## src/rtl/uart_rx_fifo.sv

```systemverilog
// uart_rx_fifo: 8-N-1 UART receiver feeding a first-word-fall-through FIFO.
// Define UART_RX_PARITY_EN to receive 8-E-1 frames with parity checking.
module uart_rx_fifo #(
  parameter int CLKS_PER_BIT = 16,
  parameter int DEPTH = 4
) (
  input  logic       clk,
  input  logic       rst_n,
  input  logic       ena,
  input  logic       rx,
  input  logic       rd_en,
  output logic [7:0] rd_data,
  output logic       empty,
  output logic       full,
  output logic       overrun,
  output logic       frame_err,
  output logic       parity_err
);
  localparam int AW = $clog2(DEPTH);
  localparam int CW = $clog2(CLKS_PER_BIT);
`ifdef UART_RX_PARITY_EN
  typedef enum logic [2:0] {IDLE, START, DATA, PARITY, STOP} state_t;
`else
  typedef enum logic [2:0] {IDLE, START, DATA, STOP} state_t;
`endif
  state_t state;
  logic s1, rx_s, rx_q;
  logic [CW-1:0] cnt;
  logic [2:0] bit_idx;
  logic [7:0] sh;
  logic perr;
  logic [7:0] mem [DEPTH];
  logic [AW:0] wp, rp;
  logic tick, pop, stop_hit, push;
  assign tick = cnt == '0;
  assign pop = rd_en && !empty;
  assign stop_hit = ena && state == STOP && tick;
  assign push = stop_hit && rx_s && !perr && (!full || pop);
  assign rd_data = mem[rp[AW-1:0]];
  assign empty = wp == rp;
  assign full = (wp[AW] != rp[AW]) && (wp[AW-1:0] == rp[AW-1:0]);
  always_ff @(posedge clk or negedge rst_n)
    if (!rst_n) {s1, rx_s, rx_q} <= 3'b111;
    else {s1, rx_s, rx_q} <= {rx, s1, rx_s};
  always_ff @(posedge clk or negedge rst_n)
    if (!rst_n) begin
      state <= IDLE;
      cnt <= '0;
      bit_idx <= '0;
      sh <= '0;
      frame_err <= 1'b0;
      overrun <= 1'b0;
    end else begin
      frame_err <= 1'b0;
      overrun <= 1'b0;
      if (!ena) begin
        state <= IDLE;
        cnt <= '0;
        bit_idx <= '0;
      end else case (state)
        IDLE: if (rx_q && !rx_s) begin
          cnt <= CW'(CLKS_PER_BIT / 2 - 1);
          state <= START;
        end
        START: if (!tick) cnt <= cnt - 1'b1;
        else begin
          cnt <= CW'(CLKS_PER_BIT - 1);
          bit_idx <= '0;
          state <= rx_s ? IDLE : DATA;
        end
        DATA: if (!tick) cnt <= cnt - 1'b1;
        else begin
          cnt <= CW'(CLKS_PER_BIT - 1);
          sh <= {rx_s, sh[7:1]};
          bit_idx <= bit_idx + 1'b1;
`ifdef UART_RX_PARITY_EN
          if (bit_idx == 3'd7) state <= PARITY;
`else
          if (bit_idx == 3'd7) state <= STOP;
`endif
        end
`ifdef UART_RX_PARITY_EN
        PARITY: if (!tick) cnt <= cnt - 1'b1;
        else begin
          cnt <= CW'(CLKS_PER_BIT - 1);
          state <= STOP;
        end
`endif
        STOP: if (!tick) cnt <= cnt - 1'b1;
        else begin
          state <= IDLE;
          frame_err <= !rx_s;
          overrun <= rx_s && !perr && full && !pop;
        end
        default: state <= IDLE;
      endcase
    end
`ifdef UART_RX_PARITY_EN
  always_ff @(posedge clk or negedge rst_n)
    if (!rst_n) begin
      perr <= 1'b0;
      parity_err <= 1'b0;
    end else begin
      parity_err <= stop_hit && rx_s && perr;
      if (state == IDLE) perr <= 1'b0;
      else if (ena && state == PARITY && tick) perr <= rx_s ^ (^sh);
    end
`else
  assign perr = 1'b0;
  assign parity_err = 1'b0;
`endif
  always_ff @(posedge clk or negedge rst_n)
    if (!rst_n) begin
      wp <= '0;
      rp <= '0;
      for (int i = 0; i < DEPTH; i++) mem[i] <= '0;
    end else begin
      if (push) begin
        mem[wp[AW-1:0]] <= sh;
        wp <= wp + 1'b1;
      end
      if (pop) rp <= rp + 1'b1;
    end
endmodule

```

## config.mk

```make
export PLATFORM = sky130hd
export DESIGN_NAME = uart_rx_fifo
export DESIGN_NICKNAME = d
export VERILOG_FILES = /design/src/rtl/uart_rx_fifo.sv
export SDC_FILE = /design/constraint.sdc
export NUM_CORES = 1
export LEC_CHECK = 0
export CAP_MARGIN = 20
export CORE_MARGIN = 4
export CORE_UTILIZATION = 45
export CTS_CLUSTER_DIAMETER = 200
export DETAILED_ROUTE_END_ITERATION = 8
export PLACE_DENSITY = 0.6
export RECOVER_POWER = 100
export SLEW_MARGIN = 25
export SYNTH_ARGS = -nofsm -noshare
export SYNTH_HDL_FRONTEND = slang
export SYNTH_SLANG_ARGS = --single-unit
```

## constraint.sdc

```tcl
create_clock -name clk -period 2.9 [get_ports clk]
set_input_delay 0.29 -clock clk [delete_from_list [all_inputs] [get_ports clk]]
set_output_delay 0.29 -clock clk [all_outputs]
set_load 0.02 [all_outputs]
```

Word-level counts from Yosys, hierarchy flattened:

Cells that the tools add are included.

* flip-flop bits (word level): 61
* input port bits: 5
* output and inout port bits: 13
* word-level logic and storage cells: 89

* $lt $le $gt $ge: 3
* mux-type cells: 28
* reduce and logical (&&, ||, !) cells: 22
* add/sub/neg operators: 4
* bitwise gates (word level): 2
* equal/unequal tests: 15

Operators by type and width (number)
* $bwmux 32: 1
* $mux 3: 8
* $mux 8: 3
* $ne 3x3->1 const B: 6
* $bmux 8 s2: 1
* $demux 8 s2: 1
* $mux 4: 4
* $pmux 3 s4: 1
* $pmux 4 s3: 1
* $logic_and 1x1->1: 10
* $add 3x1->3 const B: 3
* $reduce_and 3->1: 3
* $eq 3x2->1 const B: 2
* $ge 3x3->1 const B: 2
* $mux 1: 6
* $not 2->3: 2
* $pmux 3 s2: 1
* $reduce_and 5->1: 1
* $logic_not 1->1: 4
* $logic_not 4->1: 1
* $ne 4x2->1 const B: 1
* $sub 4x1->4 const B: 1
* $eq 3x1->1 const B: 1
* $eq 3x3->1: 1
* other kinds (9): 9

Longest topological paths before layout:

Gate-level depths: netlist of run 1.

* depth after elaboration: 8
* gate-level depth with buffers: 7
* mapped depth without buffers: 6

Least setup slack after synthesis of run 1:

OpenSTA, ideal clock, no wires.

* path type: reg2reg
* start: reg cnt[0]
* end: reg mem[10] (netlist bit)
* setup time: 0.125 ns
* cell stages (with the launch flop): 7
* slack: 1.009 ns
* clock period less this slack: 1.891 ns
* path buffers: 0
* arrival time: 1.766 ns
* required time: 2.775 ns
* cell sequence: dfrtp_1 > inv_1 > ha_1 > and4bb_2 > nand3_4 > nor3b_4 > mux2_2

* word-level cells in the longest chain between the ends: 4

Ends and longest elaborated chain
* start, declared: line 28 `logic [CW-1:0] cnt;`
* start signal, assigned: line 62 `cnt <= CW'(CLKS_PER_BIT / 2 - 1);`
* start signal, assigned: line 65 `START: if (!tick) cnt <= cnt - 1'b1;`
* start signal, assigned: line 67 `cnt <= CW'(CLKS_PER_BIT - 1);`
* $logic_not 4->1: line 35 `assign tick = cnt == '0;`
* $logic_and 1x1->1: line 37 `assign stop_hit = ena && state == STOP && tick;`
* $logic_and 1x1->1 (2 in a row): line 38 `assign push = stop_hit && rx_s && !perr && (!full || pop);`
* end signal, assigned by index: line 119 `mem[wp[AW-1:0]] <= sh;`
* end, declared: line 32 `logic [7:0] mem [DEPTH];`

No other way between the ends.
A chain may end at the register's enable or synchronous reset.

Final worst setup path of run 1:

* start: reg rp[0]
* end: out rd_data[6]

* word-level cells in the longest chain between the ends: 4

Ends and longest elaborated chain
* start, declared: line 33 `logic [AW:0] wp, rp;`
* start signal, assigned: line 122 `if (pop) rp <= rp + 1'b1;`
* $not 2->3 (implied by the code): line 39 `assign rd_data = mem[rp[AW-1:0]];`
* $bmux 8 s2: line 39
* $mux 8 (implied by the code) (2 in a row): line 39
* end, declared: line 12 `output logic [7:0] rd_data,`

No other way between the ends. The select of a mux whose other input is x is not followed.

==> results.yml, run 1 <==
outcome:
  status: "finished, final reports clean"
cells_and_area:
  fin_nets: 250
  design_area_mm2: 0.00338
  area_growth_pct: 14.9
  antenna_cells: 0
  layoutNonFillerInstCount: 313
  drive_above_1_share: 0.280
worst_setup_path:
  critPathKind: "flop to output port"
  cp_slowest_cell: "dlygate4sd3_1"
  critPathCaptureType: "output port"
  crit_chain: "buf_4, mux4_1, dlygate4sd3_1"
  critPathRequiredTime_ps: 2610
  cp_num_buf_inv: 2
  critical-path-max-stage-delay_ps: 680
  cp_top_family: "buffers and inverters"
  start_kind: "flop"
  arrival_ps: 2350
  cp_max_fo: 7
sta:
  final.min_clock_period_ps: 2640
  drv_slew: 0
  relSlewSlack: 0.0558
  fin_crit_sh: 0.910
  finalSetupTns_ps: 0
  fmax_ghz: 0.379
  hold_violations: 0
  rsz0062_at_grt: "no"
  tightest_slew_ps: 1420
  skew_ps: 15.6
  setup_viol: 0
drt:
  wl_per_cell_um: 17.3
  via_count: 1746
  dr.first_iter.drc_count: 110
  routed_wl_um: 5410
  detail_route.vias_per_cell: 5.58
  drc_errors: 0
  ant_nets: 0
  first_pass_iters: 6
logic_synthesis:
  ys.flop_type: "dfrtp_1"
  seq_area_frac_synth: 0.512
  synth_nets: 224
  yosysMostFrequentCell: "dfrtp_1"
  yosysTopAreaCell: "dfrtp_1"
  synth_commonest_cells: "57 x dfrtp_1, 41 x mux2_2, 14 x ha_1"
  synth_cell_types: 44
  yosys.area.top_type_share: 0.485
  synth_area_leaders: "dfrtp_1 49%, mux2_2 16%, mux4_1 7.2%"
  async_flop_share: 1.00
  synth-edff-count: 0
  ys_warn_count: 0
  syn-instance-count: 205
  ys_seq_elements: 60
  netlist_area_mm2: 0.00294
  synth_area_per_cell_um2: 14.3
worst_hold_path:
  holdCritPathClass: "flop to flop"
global_route:
  grt_usage: 0.157
  antenna_found_initial: 0
  overflow: 0
  first_global_vias: 1900
  grt_pass1_wl_um: 9240
  grt_max_degree: 35
floorplan:
  coreArea_mm2: 0.00635
  num_rows: 29
  die_y_um: 88.8
  die_x_um: 88.8
  dieArea_mm2: 0.00789
  initial_core_util: 0.463
  boundaryPins: 18
clock_tree:
  cts_tree: "yes"
  clock_path_buffers: 2
  h-tree-depth: 3
  cts_sinks: 60
  post-cts-setup-buffers: 0
  cts_made_buffers: 9
  cts.clk_slew.worst_paths_ps: 70
  clock_latency_ps: 340
  root_buffer: "clkbuf_8"
job:
  max-cap-violations: 0
placed_design:
  dp_hpwl_um: 3750
  gp_congestion: 0.842
  port_buffers: 16
  post_dp_cell_area_mm2: 0.00317
  dp_cells: 296
pwr:
  power_density_mw_per_mm2: 726
  ir_drop_uv: 323
  p_leak_nw: 1.68
-- final cells by class --
type,instances,area [um2]
timing repair buffer,21,190
fill,536,2970
inverter,7,26.3
tap,77,96.3
clock buffer,12,145
multi-input combinational,132,1340
sequential,60,1510
clock inverter,4,72.6
-- cells by family after synthesis --
family / count (synthesis) / share of synthesized area
AOI/OAI and AO/OA: 23 / 0.0524
muxes: 51 / 0.236
buffers and inverters: 13 / 0.0255
adders and majority gates: 14 / 0.0596
xor gates and xnor gates: 7 / 0.0234
and+or+nand+nor: 36 / 0.0898
DFF: 60 / 0.512
other: 1 / 0.00128
-- path summary, 6_finish.rpt --
path,startpoint,endpoint,slack [ps],depth (start not counted)
worst max-delay path,rp[0],rd_data[6],260,3
worst min-delay path,s1,rx_s,360,0
worst max register to register,cnt[0],mem[7],460,7
worst min register to register,s1,rx_s,360,0
max in group asynchronous,rst_n,s1,910,3
min in group asynchronous,rst_n,overrun,820,2
-- worst register-to-register path, cell delays in order (launching register included) --
cell,delay (ps)
dfrtp_1,410
inv_1,120
ha_1,190
and4bb_1,320
nand3_4,140
nor3b_1,200
clkbuf_1,550
mux2_2,410
-- sequential cells by signal, summed over array words and instances (netlist names) --
| name | cells |
|---|---|
| mem | 32 |
| sh | 8 |
| cnt | 4 |
| bit_idx | 3 |
| rp | 3 |
| wp | 3 |
| state | 2 |
| frame_err | 1 |
| overrun | 1 |
| rx_q | 1 |
| rx_s | 1 |
| s1 | 1 |
-- stage by stage --
step            util  power, W  setup WS [ps]  hold slack (ps)
6_report       0.532   0.00245            260              361
5_1_grt        0.532   0.00258            198              371
4_1_cts        0.535   0.00248            334              356
3_5_place_dp   0.500   0.00164            635              339
3_3_place_gp   0.500   0.00160            681              325
2_1_floorplan      -   0.00148           1010            -5.59
-- cell usage in the layout (no fill, tap or decap), types with 3 or more instances in the layout --
master,n
a21oi_1,6
nand2_1,8
clkbuf_1,4
nor2_1,5
mux4_1,8
mux2_2,41
xnor2_1,5
nor2b_1,3
clkbuf_8,10
o21ai_0,5
ha_1,14
dfrtp_1,57
nor3b_2,4
buf_4,3
inv_1,7
dlygate4sd3_1,14
nand3_1,3
-- repair_timing --
item,4_1_cts,5_1_grt
resized for setup,0,0
hold endpoints to repair,26,0
hold buffers,1,0
-- where the power goes --
group / total, W / leakage (nW) / switching [W] / internal [W]
logic: 0.000591 / 0.760 / 0.000316 / 0.000275
clock network: 0.000834 / 0.107 / 0.000327 / 0.000507
registers: 0.00102 / 0.810 / 0.000116 / 0.000909
-- metal layers --
layer,part of all wire,vias to the layer above,GRT usage
met3,0.032,11,0.0335
met4,0.020,0,0.0865
met2,0.47,30,0.240
met1,0.48,906,0.209
met5,0,-,0
li1,-,799,-
(Power assumes the default switching activity.)
==> inputs of run 2 (changes only) <==
CAP_MARGIN = 15   (was 20)
CTS_CLUSTER_DIAMETER = 80   (was 200)
DONT_BUFFER_PORTS = 1   (was unset)
PLACE_DENSITY = 0.57   (was 0.6)
==> run 2 against run 1 <==
Maximum frequency rose by 8.2%. Register-to-register slack about the same. Clock power rose by 0.5%. Hold slack got worse by 290 ps. Final area fell by 4.2%. Non-clock buffer count decreased by 15. Critical path type is now flop to flop.
==> results.yml, run 2 (same netlist as run 1, synthesis figures left out) <==
worst_hold_path:
  hold_end: "state[1]"
  hp-start: "ena"
  worstHoldPathCells: 1
  holdCritPathClass: "primary input to flop"
worst_setup_path:
  worst_r2r_path_depth: 6
  reg2reg_to: "mem[11]"
  start_kind: "flop"
  critPathKind: "flop to flop"
  r2r_setup_slack_ps: 460
  r2r-start: "cnt[0]"
  critPathCaptureType: "flop"
  critPathRequiredTime_ps: 3120
  cp_max_fo: 8
  arrival_ps: 2660
clock_tree:
  clock_latency_ps: 330
  cts.clk_slew.worst_paths_ps: 70
  root_buffer: "clkbuf_8"
  hold_buffers: 3
  cts_sinks: 60
  cts_made_buffers: 9
  post_cts_resized: 0
  clock_path_buffers: 2
  h-tree-depth: 3
  cts_tree: "yes"
  post-cts-setup-buffers: 0
cells_and_area:
  largestRegisters: "mem x32, sh x8, cnt x4"
  final_common_cell: "dfrtp_1"
  final_cell_mix: "57 x dfrtp_1, 41 x mux2_2, 14 x ha_1"
  num-fill-cells: 538
  multi_input_area_mm2: 0.00134
  fin_util: 0.509
  seq_area_mm2: 0.00151
  area_growth_pct: 10.0
  fin_nets: 235
  largest-register: "mem"
  antenna_cells: 0
  drive_above_1_share: 0.303
  largest_reg_flops: 32
sta:
  hold_violations: 0
  fmax_ghz: 0.410
  drv_slew: 0
  finalSetupTns_ps: 0
  skew_ps: 10.4
  final.min_clock_period_ps: 2440
  fin_crit_sh: 0.841
  setup_viol: 0
  tightest_slew_ps: 1470
  worst_slack_ps: 460
  relSlewSlack: 0.0183
  rsz0062_at_grt: "no"
global_route:
  antenna_found_initial: 0
  grt_pass1_wl_um: 9380
  grt_usage: 0.162
  first_global_vias: 1809
  grt_max_degree: 61
  overflow: 0
drt:
  detail_route.vias_per_cell: 5.53
  ant_nets: 0
  dr.first_iter.drc_count: 54
  wl_met1_um: 2590
  first_pass_iters: 4
  wl_per_cell_um: 18.1
  drc_errors: 0
  met3_wirelength_um: 183
  top_layer_used: "met4"
  dr_wl_met2_um: 2560
  routed_wl_um: 5400
  via_count: 1647
pwr:
  power_w: 0.00244
  power_density_mw_per_mm2: 755
  ir_drop_uv: 428
  p_leak_nw: 1.59
floorplan:
  die_x_um: 88.8
  num_rows: 29
  coreArea_mm2: 0.00635
  dieArea_mm2: 0.00789
  die_y_um: 88.8
  initial_core_util: 0.463
  boundaryPins: 18
placed_design:
  port_buffers: 0
  gp_congestion: 0.729
  pre_cts_ws_ps: 650
  dp_hpwl_um: 3670
job:
  max-cap-violations: 0
outcome:
  status: "finished, final reports clean"
## run 2: cell types whose count changed in the layout (fill, tap and decap cells not counted), moves of 2 or more
| cell | delta |
|---|---|
| clkdlybuf4s50_1 | -2 |
| clkbuf_1 | -3 |
| nor3b_4 | +2 |
| dlygate4sd3_1 | -12 |
| inv_6 | +2 |
| nor3b_2 | -2 |
## run 2: metrics by stage
step,hold WS [ps],cells,area (um2)
detailed placement,-3.42,279,3010
finish,70.7,298,3230
CTS,47.8,298,3280
global placement,-3.56,279,3010
floorplan,-5.59,205,2940
global route,50.0,298,3230
## run 2: worst max path at each step
stage	end	slack (ps)	depth (start not counted)	start
CTS	mem[29]	650	6	cnt[0]
floorplan	mem[10]	1010	6	cnt[0]
finish	mem[11]	460	6	cnt[0]
detailed placement	mem[29]	650	6	cnt[0]
global route	mem[10]	260	6	cnt[0]
global placement	mem[19]	750	6	cnt[0]
## run 2: routing by layer
metal	global-route usage	vias to the layer above
li1	-	775
met1	0.216	839
met2	0.247	27
met3	0.0391	6
met4	0.0783	0
met5	0	-
## run 2: worst max-delay path: stages, from the launching register on
cell	delay, ps
dfrtp_1	410
inv_1	110
ha_1	190
and4bb_1	260
nand3_1	320
nor3b_2	630
mux2_2	410
## run 2: report_power, final
part	switching, W	internal (W)	total, W
logic	0.000353	0.000262	0.000615
clock network	0.000349	0.000489	0.000838
registers	0.0000795	0.000909	0.000989
total	0.000782	0.00166	0.00244
## run 2: final cells by class
type / instances / share of cell area
Clock buffer: 9 / 0.0383
Clock inverter: 7 / 0.0306
Inverter: 7 / 0.00812
Multi-Input combinational cell: 132 / 0.414
Sequential cell: 60 / 0.465
Tap cell: 77 / 0.0298
Timing Repair Buffer: 6 / 0.0135
